===== src/rtl/lane_skew_buf_2ln_pkg.sv =====
// Shared constants for the lane skew buffer: default alignment-marker patterns
// for lanes 0..3 and the delay-counter width helper.
package lane_skew_buf_2ln_pkg;

    localparam logic [63:0] AM_DEFAULT_LN0 = 64'h90_76_47_6F_89_B8_B8_6F;
    localparam logic [63:0] AM_DEFAULT_LN1 = 64'hF0_C4_E6_0F_3B_3B_19_F0;
    localparam logic [63:0] AM_DEFAULT_LN2 = 64'hC5_65_9B_3A_3A_9A_64_C5;
    localparam logic [63:0] AM_DEFAULT_LN3 = 64'hA2_79_3D_5D_5D_86_C2_A2;

    localparam int STAT_W = 8;

    // Width of a tap index for a delay line MAX_SKEW words deep.
    function automatic int calc_delay_w(input int max_skew);
        return (max_skew < 2) ? 1 : $clog2(max_skew);
    endfunction

endpackage


===== src/rtl/lane_skew_buf_2ln_if.sv =====
// Two-lane word stream into and out of the skew buffer.
// Valid-only stream, no backpressure: a word pair moves on every cycle valid is high.
interface lane_skew_buf_2ln_if #(
    parameter int WORD_W = 64
);
    logic              din_valid;
    logic [WORD_W-1:0] din0;
    logic [WORD_W-1:0] din1;
    logic              dout_valid;
    logic [WORD_W-1:0] dout0;
    logic [WORD_W-1:0] dout1;
    logic [1:0]        am_ping;

    modport master (
        output din_valid, din0, din1,
        input  dout_valid, dout0, dout1, am_ping
    );

    modport slave (
        input  din_valid, din0, din1,
        output dout_valid, dout0, dout1, am_ping
    );
endinterface


===== src/rtl/lane_skew_line.sv =====
// Single-lane programmable word delay line with wrapping delay counter and AM detector.
// LANE_SKEW_STATS_EN exposes the current delay and a saturating fallback count.
module lane_skew_line
    import lane_skew_buf_2ln_pkg::*;
#(
    parameter int                WORD_W   = 64,
    parameter int                MAX_SKEW = 16,
    parameter logic [WORD_W-1:0] AM       = WORD_W'(AM_DEFAULT_LN0),
    localparam int               DELAY_W  = calc_delay_w(MAX_SKEW)
) (
    input  logic              clk,
    input  logic              arst_n,
    input  logic              force_zero,
    input  logic              inc,
    input  logic              din_valid,
    input  logic [WORD_W-1:0] din,
    output logic [WORD_W-1:0] dout,
    output logic              am_ping,
    output logic              skew_ovf
`ifdef LANE_SKEW_STATS_EN
    ,
    output logic [DELAY_W-1:0] delay,
    output logic [STAT_W-1:0]  fb_cnt
`endif
);

    localparam logic [DELAY_W-1:0] D_MAX = DELAY_W'(MAX_SKEW - 1);

    logic [DELAY_W-1:0]                d;
    logic [MAX_SKEW-2:0][WORD_W-1:0]   line;
    logic [MAX_SKEW-1:0][WORD_W-1:0]   taps;
    logic [WORD_W-1:0]                 tap;

    // Tap 0 is the incoming word itself, so a delay of 0 costs only the output register.
    assign taps = {line, din};
    assign tap  = taps[d];

    always_ff @(posedge clk) begin
        if (din_valid) begin
            line <= taps[MAX_SKEW-2:0];
        end
    end

    always_ff @(posedge clk or negedge arst_n) begin
        if (!arst_n) begin
            d        <= '0;
            skew_ovf <= 1'b0;
        end else begin
            skew_ovf <= 1'b0;
            if (force_zero) begin
                d <= '0;
            end else if (inc) begin
                if (d == D_MAX) begin
                    d        <= '0;
                    skew_ovf <= 1'b1;
                end else begin
                    d <= d + 1'b1;
                end
            end
        end
    end

    always_ff @(posedge clk or negedge arst_n) begin
        if (!arst_n) begin
            dout    <= '0;
            am_ping <= 1'b0;
        end else if (din_valid) begin
            dout    <= tap;
            am_ping <= (tap == AM);
        end else begin
            am_ping <= 1'b0;
        end
    end

`ifdef LANE_SKEW_STATS_EN
    assign delay = d;

    always_ff @(posedge clk or negedge arst_n) begin
        if (!arst_n) begin
            fb_cnt <= '0;
        end else if (force_zero) begin
            fb_cnt <= '0;
        end else if (inc && (fb_cnt != {STAT_W{1'b1}})) begin
            fb_cnt <= fb_cnt + 1'b1;
        end
    end
`endif

endmodule


===== src/rtl/lane_skew_buf_2ln.sv =====
// Two-lane skew buffer feeding the deskew lock monitor; fallback requests delay the early lane.
// LANE_SKEW_STATS_EN adds delay0/1 and fb_cnt0/1 observation outputs.
module lane_skew_buf_2ln
    import lane_skew_buf_2ln_pkg::*;
#(
    parameter int                WORD_W   = 64,
    parameter int                MAX_SKEW = 16,
    parameter logic [WORD_W-1:0] AM_LN0   = WORD_W'(AM_DEFAULT_LN0),
    parameter logic [WORD_W-1:0] AM_LN1   = WORD_W'(AM_DEFAULT_LN1),
    localparam int               DELAY_W  = calc_delay_w(MAX_SKEW)
) (
    input  logic                 clk,
    input  logic                 arst_n,
    input  logic                 word_locked,
    input  logic [1:0]           fallback_req,
    lane_skew_buf_2ln_if.slave   bus,
    output logic [1:0]           skew_ovf
`ifdef LANE_SKEW_STATS_EN
    ,
    output logic [DELAY_W-1:0]   delay0,
    output logic [DELAY_W-1:0]   delay1,
    output logic [STAT_W-1:0]    fb_cnt0,
    output logic [STAT_W-1:0]    fb_cnt1
`endif
);

    logic       force_zero;
    logic [1:0] inc;

    // A request on both lanes at once is contradictory and dropped.
    assign force_zero = !word_locked;
    assign inc[0]     = word_locked && fallback_req[0] && !fallback_req[1];
    assign inc[1]     = word_locked && fallback_req[1] && !fallback_req[0];

    always_ff @(posedge clk or negedge arst_n) begin
        if (!arst_n) begin
            bus.dout_valid <= 1'b0;
        end else begin
            bus.dout_valid <= bus.din_valid;
        end
    end

    lane_skew_line #(
        .WORD_W   (WORD_W),
        .MAX_SKEW (MAX_SKEW),
        .AM       (AM_LN0)
    ) u_line0 (
        .clk        (clk),
        .arst_n     (arst_n),
        .force_zero (force_zero),
        .inc        (inc[0]),
        .din_valid  (bus.din_valid),
        .din        (bus.din0),
        .dout       (bus.dout0),
        .am_ping    (bus.am_ping[0]),
        .skew_ovf   (skew_ovf[0])
`ifdef LANE_SKEW_STATS_EN
        ,
        .delay      (delay0),
        .fb_cnt     (fb_cnt0)
`endif
    );

    lane_skew_line #(
        .WORD_W   (WORD_W),
        .MAX_SKEW (MAX_SKEW),
        .AM       (AM_LN1)
    ) u_line1 (
        .clk        (clk),
        .arst_n     (arst_n),
        .force_zero (force_zero),
        .inc        (inc[1]),
        .din_valid  (bus.din_valid),
        .din        (bus.din1),
        .dout       (bus.dout1),
        .am_ping    (bus.am_ping[1]),
        .skew_ovf   (skew_ovf[1])
`ifdef LANE_SKEW_STATS_EN
        ,
        .delay      (delay1),
        .fb_cnt     (fb_cnt1)
`endif
    );

endmodule


===== src/flat_wrapper.sv =====
// flat-port wrapper written by rule: the top's interface ports become plain ports
module lane_skew_buf_2ln_flat import lane_skew_buf_2ln_pkg::*;
#(
    parameter int                WORD_W   = 64,
    parameter int                MAX_SKEW = 16,
    parameter logic [WORD_W-1:0] AM_LN0   = WORD_W'(AM_DEFAULT_LN0),
    parameter logic [WORD_W-1:0] AM_LN1   = WORD_W'(AM_DEFAULT_LN1),
    localparam int               DELAY_W  = calc_delay_w(MAX_SKEW)
)
  (clk, arst_n, word_locked, fallback_req, skew_ovf, bus_din_valid, bus_din0, bus_din1, bus_dout_valid, bus_dout0, bus_dout1, bus_am_ping);
  lane_skew_buf_2ln_if #(.WORD_W(WORD_W)) bus_i ();
  input  logic clk;
  input  logic arst_n;
  input  logic word_locked;
  input  logic [1:0] fallback_req;
  output logic [1:0] skew_ovf;
  input wire logic [$bits(bus_i.din_valid)-1:0] bus_din_valid;
  input wire logic [$bits(bus_i.din0)-1:0] bus_din0;
  input wire logic [$bits(bus_i.din1)-1:0] bus_din1;
  output wire logic [$bits(bus_i.dout_valid)-1:0] bus_dout_valid;
  output wire logic [$bits(bus_i.dout0)-1:0] bus_dout0;
  output wire logic [$bits(bus_i.dout1)-1:0] bus_dout1;
  output wire logic [$bits(bus_i.am_ping)-1:0] bus_am_ping;
  assign bus_i.din_valid = bus_din_valid;
  assign bus_i.din0 = bus_din0;
  assign bus_i.din1 = bus_din1;
  assign bus_dout_valid = bus_i.dout_valid;
  assign bus_dout0 = bus_i.dout0;
  assign bus_dout1 = bus_i.dout1;
  assign bus_am_ping = bus_i.am_ping;
  lane_skew_buf_2ln #(.WORD_W(WORD_W), .MAX_SKEW(MAX_SKEW), .AM_LN0(AM_LN0), .AM_LN1(AM_LN1)) u_core (.clk(clk), .arst_n(arst_n), .word_locked(word_locked), .fallback_req(fallback_req), .bus(bus_i), .skew_ovf(skew_ovf));
endmodule

===== config.mk =====
export PLATFORM = sky130hd
export DESIGN_NAME = lane_skew_buf_2ln_flat
export DESIGN_NICKNAME = d
export VERILOG_FILES = /design/src/rtl/lane_skew_buf_2ln_pkg.sv /design/src/rtl/lane_skew_buf_2ln_if.sv /design/src/rtl/lane_skew_line.sv /design/src/rtl/lane_skew_buf_2ln.sv /design/src/flat_wrapper.sv
export SDC_FILE = /design/constraint.sdc
export NUM_CORES = 2
export LEC_CHECK = 0
export CORE_UTILIZATION = 30
export CTS_CLUSTER_DIAMETER = 150
export CTS_CLUSTER_SIZE = 12
export DETAILED_ROUTE_END_ITERATION = 7
export PLACE_DENSITY = 0.5
export SETUP_SLACK_MARGIN = 0.5
export SYNTH_ARGS = -nofsm -noshare
export SYNTH_HDL_FRONTEND = slang
export SYNTH_SLANG_ARGS = --single-unit

===== constraint.sdc =====
create_clock -name clk -period 3.7 [get_ports clk]
set_clock_uncertainty 0.2 [all_clocks]
set_input_delay 0.555 -clock clk [delete_from_list [all_inputs] [get_ports clk]]
set_output_delay 0.555 -clock clk [all_outputs]
set_load 0.01 [all_outputs]

==> run metrics <==
routed len/inst=23.1 µm; post-synthesis cell count=3310; R2R Setup Slk=0.45 ns; Hold Vio Cnt, Final=0; Routed WL=171 mm; Cells on Worst Hold Path=1; Final Util=0.360; placed instance area=86600 µm²; post-synthesis cell type count=39; largest net degree at the start of global routing=134; Clock Path Buffers=3; cts bufs inserted=190; Worst Path Max Fanout=5; starting density of the core=0.302; reg2reg start=u_core.u_line1.d[0]; maximum clock rate=308 MHz; placed wire-length estimate=102 mm; CTS sink cnt=2061; DR iter-0 viols=3380; clk_lat worst skew=0.85 ns; max-slew violation count=0; router iterations before antenna repair=5; Chip Height=513 µm; layout cells sized above 1=0.301; row cnt=187; Worst EP arrival=3.84 ns; Syn Area/Cell=23.7 µm²; min Tclk post-route=3.25 ns; Slew @ Worst Pin=0.881 ns; Routed Antenna Nets=0; Post-Layout Cell Count=7405; total power=50.4 mW; most frequent cells in the layout=1920 x edfxtp_1, 549 x mux4_2, 264 x clkdlybuf4s50_1, 191 x clkbuf_16, 168 x buf_4; RePlAce Congestion=0.721; post-route cell area=93500 µm²; HP Start=bus_din0[28]; Hold/Removal Path Class=in2reg; reg2reg path depth=9; grt total ovfl=0; YS warnings=0; final period utilization=0.879; die width=513 µm; nets=3982; mapped cell area=78400 µm²; Critical Path RT=4.29 ns; power density over the cells=538 nW/µm²; vias in the first global route=38025; Worst IR Drop VDD=0.438 mV; initial antenna violation count=15; pre-CTS setup slack=-0.273 ns; register area share after synthesis=0.781; CP endpoint kind=flip-flop; vias per std cell=4.89; die area=263000 µm²; R2R Path End=u_core.u_line1.am_ping; Setup-failing EPs final=0; critical path launch point type=flip-flop; RSZ-0062 raised after global routing=true; CTS clock-pin slew for the worst setup and hold paths=0.06 ns; Max-Slew Margin vs Limit=0.410; CTS tree=yes; Hold Path Sink=u_core.u_line0.line[28]; kind of critical path=reg2reg; via count of the routed design=36222; LEAKAGE=30.3 nW; Net Count, Synth=3446; Ports=267; area delta synth->final=19.4%; #FFs+latches synth=2061; Placed Cells=6990; Remaining DRCs=0; Max Cap Viol=0; first-pass GRT wire length=260 mm; gr usage total=0.130; Fin Setup TNS=0 ns; root buf cell=clkbuf_16; post-route worst setup slack=0.449 ns; commonest non-fill, non-tap cell in the layout=edfxtp_1; CORE AREA=260000 µm²; status=finished, final reports clean; hold slack final=0.0894 ns; PortBufs=266; CTS H-tree lvls=4
## power by group
part	internal (mW)	total (mW)	leakage [nW]	switching, mW
registers	27.2	28.0	20.4	0.795
clock network	9.80	18.6	2.67	8.83
logic	2.03	3.75	7.16	1.72
total	39.0	50.4	30.3	11.3
## metal layers
layer	vias to the layer above	routed length, µm	global-route usage	share of wire
li1	15256	-	-	-
met1	19788	80900	0.192	0.47
met2	933	77400	0.191	0.45
met3	235	8800	0.0256	0.051
met4	10	4050	0.0390	0.024
met5	-	62	0	0.00036
## state kept, by name, indices dropped and copies added (netlist names)
name / cells
u_core.bus.dout_valid: 1
u_core.u_line0.am_ping: 1
u_core.u_line0.d: 4
u_core.u_line0.dout: 64
u_core.u_line0.line: 960
u_core.u_line0.skew_ovf: 1
u_core.u_line1.am_ping: 1
u_core.u_line1.d: 4
u_core.u_line1.dout: 64
u_core.u_line1.line: 960
u_core.u_line1.skew_ovf: 1
## final cells by class
cell class | instances | area [µm²]
diodes | 6 | 15.0
clock buffers | 325 | 5260
clock inverters | 18 | 390
fillers | 23779 | 166000
inverters | 16 | 60.1
multi-input cells | 1048 | 16500
flip-flops and latches | 2061 | 61200
well taps | 3402 | 4260
repair buffers | 529 | 5820
## synthesized netlist by cell type
master / number / area share
nand4b_1: 2 / 0.00022
clkbuf_1: 88 / 0.0042
nand3_1: 6 / 0.00038
a221oi_2: 1 / 0.00019
buf_2: 51 / 0.0033
ha_1: 2 / 0.00032
nor4b_1: 2 / 0.00022
a22o_1: 20 / 0.0022
edfxtp_1: 1920 / 0.74
buf_6: 15 / 0.0022
and3_1: 1 / 0.000080
xnor2_1: 2 / 0.00022
nand4_1: 14 / 0.0011
buf_1: 12 / 0.00057
nor2_1: 17 / 0.00081
nor3_1: 6 / 0.00038
a21oi_1: 7 / 0.00045
and2_0: 1 / 0.000080
nand2b_1: 1 / 0.000080
buf_4: 20 / 0.0019
a221oi_1: 11 / 0.0012
mux4_2: 549 / 0.16
mux2i_1: 25 / 0.0032
nor4_1: 11 / 0.00088
nor4_2: 1 / 0.00016
and4b_1: 1 / 0.00013
mux2_2: 112 / 0.016
a211oi_1: 2 / 0.00019
a31oi_1: 1 / 0.000080
a21boi_0: 2 / 0.00019
dfrtp_1: 141 / 0.045
and4_1: 1 / 0.00011
inv_1: 16 / 0.00077
o21ai_0: 5 / 0.00032
and2_1: 3 / 0.00024
a22oi_1: 140 / 0.013
or3_1: 3 / 0.00024
nor2b_1: 14 / 0.0011
nand2_1: 84 / 0.0040
## worst max-delay path by stage
stage               slack (ns)  cells past startpoint           startpoint                endpoint
global placement         -0.41                      9          bus_din1[1]  u_core.u_line1.am_ping
floorplan                 0.89                     11  u_core.u_line0.d[0]  u_core.u_line0.am_ping
finish                    0.45                      9  u_core.u_line1.d[0]  u_core.u_line1.am_ping
CTS                       0.40                      9  u_core.u_line1.d[0]  u_core.u_line1.am_ping
detailed placement       -0.27                      9          bus_din1[1]  u_core.u_line1.am_ping
global route              0.27                     11  u_core.u_line1.d[0]  u_core.u_line1.am_ping
## logic make-up (layout without fill, tap and decap cells)
logic type                 after synthesis  in the layout  synth area share
AOI/OAI and AO/OA                      189            189            0.0183
xor gates and xnor gates                 2              2          0.000224
adders and majority gates                2              2          0.000319
buffers and inverters                  202            888            0.0129
DFF                                   2061           2061             0.781
muxes                                  686            686             0.177
other                                    0              6                 0
and+or+nand+nor                        168            169            0.0103
## what timing repair did
| action | 4_1_cts | 5_1_grt |
|---|---|---|
| resized for setup | 78 | 31 |
| setup endpoints to repair | 6 | 3 |
| hold buffers | 6 | 0 |
| gates cloned | 9 | 1 |
| setup buffers | 35 | 15 |
| pin swaps | 16 | 16 |
| hold endpoints to repair | 116 | 0 |
## critical path: stages (launching register included)
cell and delay (ns):
dfrtp_4 0.49, buf_12 0.15, mux4_2 0.51, mux4_2 0.53, nor4b_4 0.30, buf_4 0.18, nand4b_1 0.19, buf_4 0.21
nor4_4 0.22, and4_1 0.21
Note: power is estimated with default switching activity, not from simulation.
